===== config.mk =====
export PLATFORM = sky130hd
export DESIGN_NAME = peripheral_uart_rx
export DESIGN_NICKNAME = d
export VERILOG_FILES = /design/src/rtl/uart_rx_pkg.sv /design/src/rtl/uart_rx_fifo.sv /design/src/rtl/peripheral_uart_rx.sv
export SDC_FILE = /design/constraint.sdc
export NUM_CORES = 1
export LEC_CHECK = 0
export CELL_PAD_IN_SITES_DETAIL_PLACEMENT = 1
export CELL_PAD_IN_SITES_GLOBAL_PLACEMENT = 2
export CORE_UTILIZATION = 40
export DETAILED_ROUTE_END_ITERATION = 16
export DONT_BUFFER_PORTS = 1
export PLACE_DENSITY_LB_ADDON = 0.1
export SLEW_MARGIN = 20
export SYNTH_ARGS = -nofsm -noshare
export SYNTH_HDL_FRONTEND = slang
export SYNTH_SLANG_ARGS = --single-unit

===== constraint.sdc =====
create_clock -name clk -period 2.5 [get_ports clk]
set_input_delay 0.5 -clock clk [delete_from_list [all_inputs] [get_ports clk]]
set_output_delay 0.5 -clock clk [all_outputs]
set_load 0.01 [all_outputs]

===== src/rtl/uart_rx_pkg.sv =====
// Shared definitions for the J1 UART receive peripheral: register offsets,
// STATUS/CTRL bit positions, receiver FSM state encoding and the STATUS
// word packer used by the read mux.
// Optional feature macro: UART_RX_PARITY_EN (8E1 framing when defined).
package uart_rx_pkg;

  // Register offsets on j1_io_addr[3:0]
  localparam logic [3:0] REG_DATA   = 4'h0;
  localparam logic [3:0] REG_STATUS = 4'h2;
  localparam logic [3:0] REG_CTRL   = 4'h4;

  // STATUS bit positions
  localparam int STAT_NOT_EMPTY  = 0;
  localparam int STAT_FULL       = 1;
  localparam int STAT_OVERRUN    = 2;
  localparam int STAT_FRAME_ERR  = 3;
  localparam int STAT_PARITY_ERR = 4;
  localparam int STAT_COUNT_LSB  = 8;

  // CTRL bit positions
  localparam int CTRL_CLR_FLAGS = 0;
  localparam int CTRL_FLUSH     = 1;

  // Receiver FSM states
  typedef enum logic [2:0] {
    S_IDLE   = 3'd0,
    S_START  = 3'd1,
    S_DATA   = 3'd2,
    S_PARITY = 3'd3,
    S_STOP   = 3'd4
  } rx_state_e;

  // Assemble the STATUS word; unused bits read as zero.
  function automatic logic [15:0] pack_status(
    input logic       not_empty,
    input logic       full,
    input logic       overrun,
    input logic       frame_err,
    input logic       parity_err,
    input logic [6:0] count
  );
    logic [15:0] s;
    s = 16'h0000;
    s[STAT_NOT_EMPTY]  = not_empty;
    s[STAT_FULL]       = full;
    s[STAT_OVERRUN]    = overrun;
    s[STAT_FRAME_ERR]  = frame_err;
    s[STAT_PARITY_ERR] = parity_err;
    s[STAT_COUNT_LSB +: 7] = count;
    return s;
  endfunction

endpackage


===== src/rtl/uart_rx_fifo.sv =====
// Synchronous receive FIFO: power-of-two depth, wrapping pointers and a
// count one bit wider than the pointers. Flush overrides push and pop in the
// same cycle. A push while full is accepted only when a pop frees a slot.
module uart_rx_fifo #(
  parameter int DEPTH = 8,
  parameter int WIDTH = 8,
  localparam int AW   = $clog2(DEPTH)
) (
  input  logic             clk,
  input  logic             rst_n,
  input  logic             push_i,
  input  logic [WIDTH-1:0] data_i,
  input  logic             pop_i,
  input  logic             flush_i,
  output logic [WIDTH-1:0] data_o,
  output logic             full_o,
  output logic             empty_o,
  output logic [AW:0]      count_o
);

  logic [WIDTH-1:0] mem_q [DEPTH];
  logic [AW-1:0]    wr_ptr_q, wr_ptr_d;
  logic [AW-1:0]    rd_ptr_q, rd_ptr_d;
  logic [AW:0]      count_q, count_d;
  logic             push_ok, pop_ok;

  assign empty_o = (count_q == '0);
  assign full_o  = (count_q == (AW+1)'(DEPTH));
  assign count_o = count_q;
  assign data_o  = mem_q[rd_ptr_q];

  assign pop_ok  = pop_i & ~empty_o & ~flush_i;
  assign push_ok = push_i & ~flush_i & (~full_o | pop_ok);

  // Pointer and occupancy next-state
  always_comb begin
    wr_ptr_d = wr_ptr_q;
    rd_ptr_d = rd_ptr_q;
    count_d  = count_q;
    if (flush_i) begin
      wr_ptr_d = '0;
      rd_ptr_d = '0;
      count_d  = '0;
    end else begin
      if (push_ok) wr_ptr_d = wr_ptr_q + AW'(1);
      if (pop_ok)  rd_ptr_d = rd_ptr_q + AW'(1);
      case ({push_ok, pop_ok})
        2'b10:   count_d = count_q + (AW+1)'(1);
        2'b01:   count_d = count_q - (AW+1)'(1);
        default: count_d = count_q;
      endcase
    end
  end

  // Pointer and occupancy registers
  always_ff @(posedge clk or negedge rst_n) begin
    if (!rst_n) begin
      wr_ptr_q <= '0;
      rd_ptr_q <= '0;
      count_q  <= '0;
    end else begin
      wr_ptr_q <= wr_ptr_d;
      rd_ptr_q <= rd_ptr_d;
      count_q  <= count_d;
    end
  end

  // Storage array; contents are only meaningful below the count
  always_ff @(posedge clk) begin
    if (push_ok) mem_q[wr_ptr_q] <= data_i;
  end

endmodule


===== src/rtl/peripheral_uart_rx.sv =====
// J1 UART receive peripheral: 2-FF synchronizer, baud counter, deframing
// FSM, receive FIFO and the cs/addr/rd/wr register interface.
// Optional feature macro: UART_RX_PARITY_EN (adds a PARITY state, 8E1).
// Bus handshake: a read is the rising edge of cs&rd; d_out is loaded on that
// edge and held until the next read, and a DATA read pops at most once per
// rising edge. Writes to CTRL act on every cycle cs&wr is high.
module peripheral_uart_rx
  import uart_rx_pkg::*;
#(
  parameter int BAUD_DIV   = 434,
  parameter int FIFO_DEPTH = 8
) (
  input  logic        clk,
  input  logic        rst,
  input  logic [15:0] d_in,
  input  logic        cs,
  input  logic [3:0]  addr,
  input  logic        rd,
  input  logic        wr,
  output logic [15:0] d_out,
  input  logic        uart_rx,
  output logic        rx_irq
);

  localparam int          AW       = $clog2(FIFO_DEPTH);
  localparam logic [15:0] CNT_FULL = 16'(BAUD_DIV);
  localparam logic [15:0] CNT_HALF = 16'(BAUD_DIV / 2);

  // Synchronizer and edge detect
  logic sync1_q, sync2_q, rx_prev_q;
  logic rx_s, rx_fall;

  // FSM and bit-timing datapath
  rx_state_e   state_q, state_d;
  logic [15:0] cnt_q, cnt_d;
  logic [2:0]  bit_idx_q, bit_idx_d;
  logic [7:0]  shift_q, shift_d;
  logic        cnt_expire;
  logic        cnt_load;
  logic [15:0] cnt_load_val;
  logic        bit_clr, shift_en, push_req, frame_set;
`ifdef UART_RX_PARITY_EN
  logic        par_set;
  logic        par_bad_q, par_bad_d;
  logic        parity_err_q;
`endif

  // Bus side
  logic        rd_q, rd_rise, wr_ctrl, flag_clr, flush, pop;
  logic [15:0] d_out_q, rd_data;
  logic        rx_irq_q;
  logic        overrun_q, frame_err_q, parity_err;
  logic        overrun_set;

  // FIFO
  logic [7:0]  fifo_head;
  logic        fifo_full, fifo_empty;
  logic [AW:0] fifo_count;

  // Upper CTRL bits carry no function
  logic        unused_d_in;
  assign unused_d_in = ^d_in[15:2];

  assign rx_s       = sync2_q;
  assign rx_fall    = rx_prev_q & ~sync2_q;
  assign cnt_expire = (cnt_q <= 16'd1);

  // Bring the async serial line into the clk domain; idle high out of reset
  always_ff @(posedge clk or negedge rst) begin
    if (!rst) begin
      sync1_q   <= 1'b1;
      sync2_q   <= 1'b1;
      rx_prev_q <= 1'b1;
    end else begin
      sync1_q   <= uart_rx;
      sync2_q   <= sync1_q;
      rx_prev_q <= sync2_q;
    end
  end

  // FSM state register
  always_ff @(posedge clk or negedge rst) begin
    if (!rst) state_q <= S_IDLE;
    else      state_q <= state_d;
  end

  // FSM next-state logic
  always_comb begin
    state_d = state_q;
    unique case (state_q)
      S_IDLE:   if (rx_fall) state_d = S_START;
      S_START:  if (cnt_expire) state_d = rx_s ? S_IDLE : S_DATA;
      S_DATA: begin
        if (cnt_expire && (bit_idx_q == 3'd7)) begin
`ifdef UART_RX_PARITY_EN
          state_d = S_PARITY;
`else
          state_d = S_STOP;
`endif
        end
      end
      S_PARITY: if (cnt_expire) state_d = S_STOP;
      S_STOP:   if (cnt_expire) state_d = S_IDLE;
      default:  state_d = S_IDLE;
    endcase
  end

  // FSM outputs: counter reloads on state entry, sampling strobes, push/flags
  always_comb begin
    cnt_load     = 1'b0;
    cnt_load_val = CNT_FULL;
    bit_clr      = 1'b0;
    shift_en     = 1'b0;
    push_req     = 1'b0;
    frame_set    = 1'b0;
`ifdef UART_RX_PARITY_EN
    par_set      = 1'b0;
`endif
    unique case (state_q)
      S_IDLE: begin
        if (rx_fall) begin
          cnt_load     = 1'b1;
          cnt_load_val = CNT_HALF;
        end
      end
      S_START: begin
        if (cnt_expire && !rx_s) begin
          cnt_load = 1'b1;
          bit_clr  = 1'b1;
        end
      end
      S_DATA: begin
        if (cnt_expire) begin
          shift_en = 1'b1;
          cnt_load = 1'b1;
        end
      end
      S_PARITY: begin
        if (cnt_expire) begin
          cnt_load = 1'b1;
`ifdef UART_RX_PARITY_EN
          // Even parity: the parity bit equals the XOR of the data bits
          par_set  = (rx_s != ^shift_q);
`endif
        end
      end
      S_STOP: begin
        if (cnt_expire) begin
          if (rx_s) begin
`ifdef UART_RX_PARITY_EN
            push_req = ~par_bad_q;
`else
            push_req = 1'b1;
`endif
          end else begin
            frame_set = 1'b1;
          end
        end
      end
      default: ;
    endcase
  end

  // Bit-timing datapath next-state
  always_comb begin
    cnt_d     = cnt_q;
    bit_idx_d = bit_idx_q;
    shift_d   = shift_q;
    if (cnt_load)             cnt_d = cnt_load_val;
    else if (cnt_q != 16'd0)  cnt_d = cnt_q - 16'd1;
    if (bit_clr)              bit_idx_d = 3'd0;
    else if (shift_en)        bit_idx_d = bit_idx_q + 3'd1;
    if (shift_en)             shift_d = {rx_s, shift_q[7:1]};
  end

  // Bit-timing datapath registers
  always_ff @(posedge clk or negedge rst) begin
    if (!rst) begin
      cnt_q     <= 16'd0;
      bit_idx_q <= 3'd0;
      shift_q   <= 8'h00;
    end else begin
      cnt_q     <= cnt_d;
      bit_idx_q <= bit_idx_d;
      shift_q   <= shift_d;
    end
  end

`ifdef UART_RX_PARITY_EN
  // Remember a parity mismatch until the frame's STOP decision
  always_comb begin
    par_bad_d = par_bad_q;
    if (bit_clr)      par_bad_d = 1'b0;
    else if (par_set) par_bad_d = 1'b1;
  end

  // Parity-tracking registers; set beats clear on the sticky flag
  always_ff @(posedge clk or negedge rst) begin
    if (!rst) begin
      par_bad_q    <= 1'b0;
      parity_err_q <= 1'b0;
    end else begin
      par_bad_q    <= par_bad_d;
      parity_err_q <= par_set | (parity_err_q & ~flag_clr);
    end
  end

  assign parity_err = parity_err_q;
`else
  assign parity_err = 1'b0;
`endif

  // Bus decode
  assign rd_rise     = cs & rd & ~rd_q;
  assign wr_ctrl     = cs & wr & (addr == REG_CTRL);
  assign flag_clr    = wr_ctrl & d_in[CTRL_CLR_FLAGS];
  assign flush       = wr_ctrl & d_in[CTRL_FLUSH];
  assign pop         = rd_rise & (addr == REG_DATA) & ~fifo_empty;
  assign overrun_set = push_req & fifo_full & ~pop & ~flush;

  // Read data selection; empty DATA and unmapped offsets read as zero
  always_comb begin
    rd_data = 16'h0000;
    case (addr)
      REG_DATA:   if (!fifo_empty) rd_data = {8'h00, fifo_head};
      REG_STATUS: rd_data = pack_status(~fifo_empty, fifo_full, overrun_q,
                                        frame_err_q, parity_err, 7'(fifo_count));
      default:    rd_data = 16'h0000;
    endcase
  end

  // Bus registers: read strobe history, held read data, irq and sticky flags
  always_ff @(posedge clk or negedge rst) begin
    if (!rst) begin
      rd_q        <= 1'b0;
      d_out_q     <= 16'h0000;
      rx_irq_q    <= 1'b0;
      overrun_q   <= 1'b0;
      frame_err_q <= 1'b0;
    end else begin
      rd_q        <= cs & rd;
      if (rd_rise) d_out_q <= rd_data;
      rx_irq_q    <= ~fifo_empty;
      overrun_q   <= overrun_set | (overrun_q & ~flag_clr);
      frame_err_q <= frame_set | (frame_err_q & ~flag_clr);
    end
  end

  assign d_out  = d_out_q;
  assign rx_irq = rx_irq_q;

  uart_rx_fifo #(
    .DEPTH (FIFO_DEPTH),
    .WIDTH (8)
  ) u_fifo (
    .clk     (clk),
    .rst_n   (rst),
    .push_i  (push_req),
    .data_i  (shift_q),
    .pop_i   (pop),
    .flush_i (flush),
    .data_o  (fifo_head),
    .full_o  (fifo_full),
    .empty_o (fifo_empty),
    .count_o (fifo_count)
  );

endmodule


==> run metrics <==
DRC Markers=0; fin crit share=about 96%; Core Area=13,400 µm²; CTS tree=built; n_diodes=0; Slew @ Worst Pin=0.609 ns; clock latency on the worst-skew pair=0.42 ns; Sink Count=123; first-pass GRT wire length=20,400 µm; share of cells above drive strength 1=28.8%; pre-CTS setup slack=-0.0150 ns; Initial Util=41.6%; Synth Area in Adders=approximately 2.4%; drt wl/cell=approximately 19 µm; crit path time final=2.41 ns; initial antenna violation count=0; CTS root buffer=clkbuf_16; crit-path cells=or4_4, buf_4, or3_4, nor2_4, nand4b_4, nor3_2, buf_4; Hold Crit Class=input pin to flop; Synth Warn #=0; Remaining Overflow, GRT=0; RSZ-0062 raised after global routing=yes; mux contribution to synthesized area=a little over a tenth; Data required, critical path=2.62 ns; GP Congestion=0.776; most frequent cells in the layout=edfxtp_1 (64), dfrtp_1 (56), buf_4 (53); dominant synthesized flop cell=edfxtp_1; Leak=2.70 nW; 1st-iter DRT viols=148; FFs w/ async S/R, synth=48.0%; H-Tree Depth=4; delay-heaviest family, CP=simple AND/OR/NAND/NOR gates; CP arrival=2.53 ns; router iterations before antenna repair=4; WP buf/inv=2; net count reported at finish=approximately 500; max_cap viols=0; CP Class=flop to flop; cell count after synthesis=between 400 and 500; final hold vios=0; CP peak stage delay=0.56 ns; row count=42; Die X=about 120 µm; Power Density=924 nW/µm²; die height=120 µm; area of the mapped netlist=around 5600 µm²; VDD IR-drop max=0.000513 V; commonest non-fill, non-tap cell in the layout=edfxtp_1; vias in the first global route=3,840; Clock Path Buffers=2; Area growth syn-to-layout=22.0%; Max Slew Vio Count=0; pin count of the biggest net entering global routing=60; Overall Global Routing Usage=19.0%; Synth Area in XOR/XNOR=2.04%; largest family of logic cells by synthesized area=simple AND/OR/NAND/NOR gates; element type at the critical path end=flop; num ports=43; Most Frequent Cell on Critical Path=buf_4; Yosys reg bits=123; ANT nets after route=0; Worst path slowest cell=or4_4; total wire length=12,300 µm; setup violators final=0; Distinct cells, synth=63; sequential area share after synthesis=between 60% and 70%; fmax=415 MHz; Compound-Gate Fraction of Synth Area=around 7.5%; Worst setup SP type=flop; R2R setup slack=0.09 ns; vias per cell=5.32; Final HPWL DP=8630 µm; total die area=14,400 µm²; Final Core Density=between 50% and 60%; outcome=complete, no violations; crit path max fanout=8; Via Count=~3,500; setup ws final=0.0917 ns; synthesized area per cell=13.6 µm²; Post-Synth Simple-Gate Area=14.4%; Post-synth EDFFs=64; Inserted Clock Buffers=17; PortBufs=0; Fin Clk Skew=0.00852 ns; Rel. slew slack=59.0%; clock-pin transition on the worst setup and hold timing paths=0.06 ns
==> synth_stat cells (all sizes together), types with 3 or more instances <==
cell type  count  area (µm²)
edfxtp        64        1920
and2           4        25.0
nand4          3        25.0
ha             9         113
mux2          11         124
or4            5        41.3
dfrtp         56        1400
o22ai          3        18.8
a22o           4        35.0
nand3          5        25.0
o21ai         17        85.1
o211ai         3        22.5
o2111ai        3        43.8
clkbuf         9        33.8
nor3          15        85.1
mux4          16         360
nand2         37         141
inv            5        18.8
dfstp          3        78.8
buf           11        63.8
a21oi         16        80.1
nand3b         4        30.0
o31ai          4        30.0
or3            7        53.8
nand2b         6        37.5
mux2i         10         100
nor2          32         128
xnor2         11        96.3
nor4          10        92.6
==> metal layers <==
| layer | GRT usage, % | part of all wire, % | routed length, µm | up-vias |
|---|---|---|---|---|
| met1 | 24.9 | 47 | 5810 | 1766 |
| li1 | - | - | - | 1652 |
| met2 | 31.0 | 49 | 5970 | 52 |
| met4 | 5.78 | 1.1 | 138 | 0 |
| met3 | 4.61 | 3.0 | 371 | 16 |
| met5 | 0 | 0 | 0 | - |
==> what timing repair did <==
action / CTS / global route
setup buffers: 1 / 3
pin swaps: 2 / 4
gates cloned: 0 / 0
resized for setup: 0 / 8
hold endpoints to repair: 59 / 0
hold buffers: 2 / 0
endpoints found under the setup margin: 1 / 42
==> where the power goes <==
group          internal (W)  switching [W]
Combinational      0.000689       0.000770
Sequential          0.00227       0.000175
Clock               0.00146       0.000913
Total               0.00442        0.00186
==> sequential cells by signal, summed over array words and instances (netlist names) <==
name	count
u_fifo.rd_ptr_q	3
cnt_q	16
overrun_q	1
shift_q	8
rx_irq	1
sync1_q	1
rd_q	1
u_fifo.mem_q	64
rx_s	1
rx_prev_q	1
frame_err_q	1
bit_idx_q	3
u_fifo.count_o	4
d_out	12
state_q	3
u_fifo.wr_ptr_q	3
==> cell type report <==
cell class              count  area (µm²)
fillers                  1396        6600
flip-flops and latches    123        3400
multi-input cells         264        2150
repair buffers             55         435
clock buffers              17         425
well taps                 176         220
clock inverters            15         148
inverters                   5        18.8
==> cells by family (layout without fill, tap and decap cells) <==
logic type / count (synthesis) / after routing
buf+inv: 25 / 92
simple gates: 140 / 140
xor+xnor: 13 / 13
flops: 123 / 123
mux: 37 / 37
other cells: 1 / 4
compound gates: 60 / 60
fa+ha+maj: 10 / 10
==> worst reg2reg max path, cell delays in order (launching register included) <==
cell and delay [ns]:
dfrtp_1 0.38, or4_4 0.56, buf_4 0.18, or3_4 0.40
nor2_4 0.12, nand4b_4 0.15, nor3_2 0.13, buf_4 0.19
==> worst paths after layout <==
check                           startpoint                  to  cells past startpoint
max in group asynchronous              rst             sync1_q                      2
min in group asynchronous              rst           cnt_q[11]                      2
worst min register to register     sync1_q                rx_s                      0
worst max-delay path             cnt_q[11]  u_fifo.mem_q[0][5]                      7
worst max register to register   cnt_q[11]  u_fifo.mem_q[0][5]                      7
worst min-delay path               uart_rx             sync1_q                      0
==> metrics by stage <==
stage / instance area, µm² / cells / hold WS [ns] / setup TNS [ns] / power, W
2_1_floorplan: 5620 / 412 / 0.204 / -0.521 / 0.00335
3_3_place_gp: 6110 / 617 / 0.206 / 0 / 0.00375
3_5_place_dp: 6110 / 617 / 0.206 / -0.0150 / 0.00379
4_1_cts: 6730 / 652 / 0.0621 / 0 / 0.00621
5_1_grt: 6800 / 655 / 0.0579 / -0.0162 / 0.00658
6_report: 6800 / 655 / 0.0796 / 0 / 0.00628
Note: power is estimated with default switching activity, not from simulation.
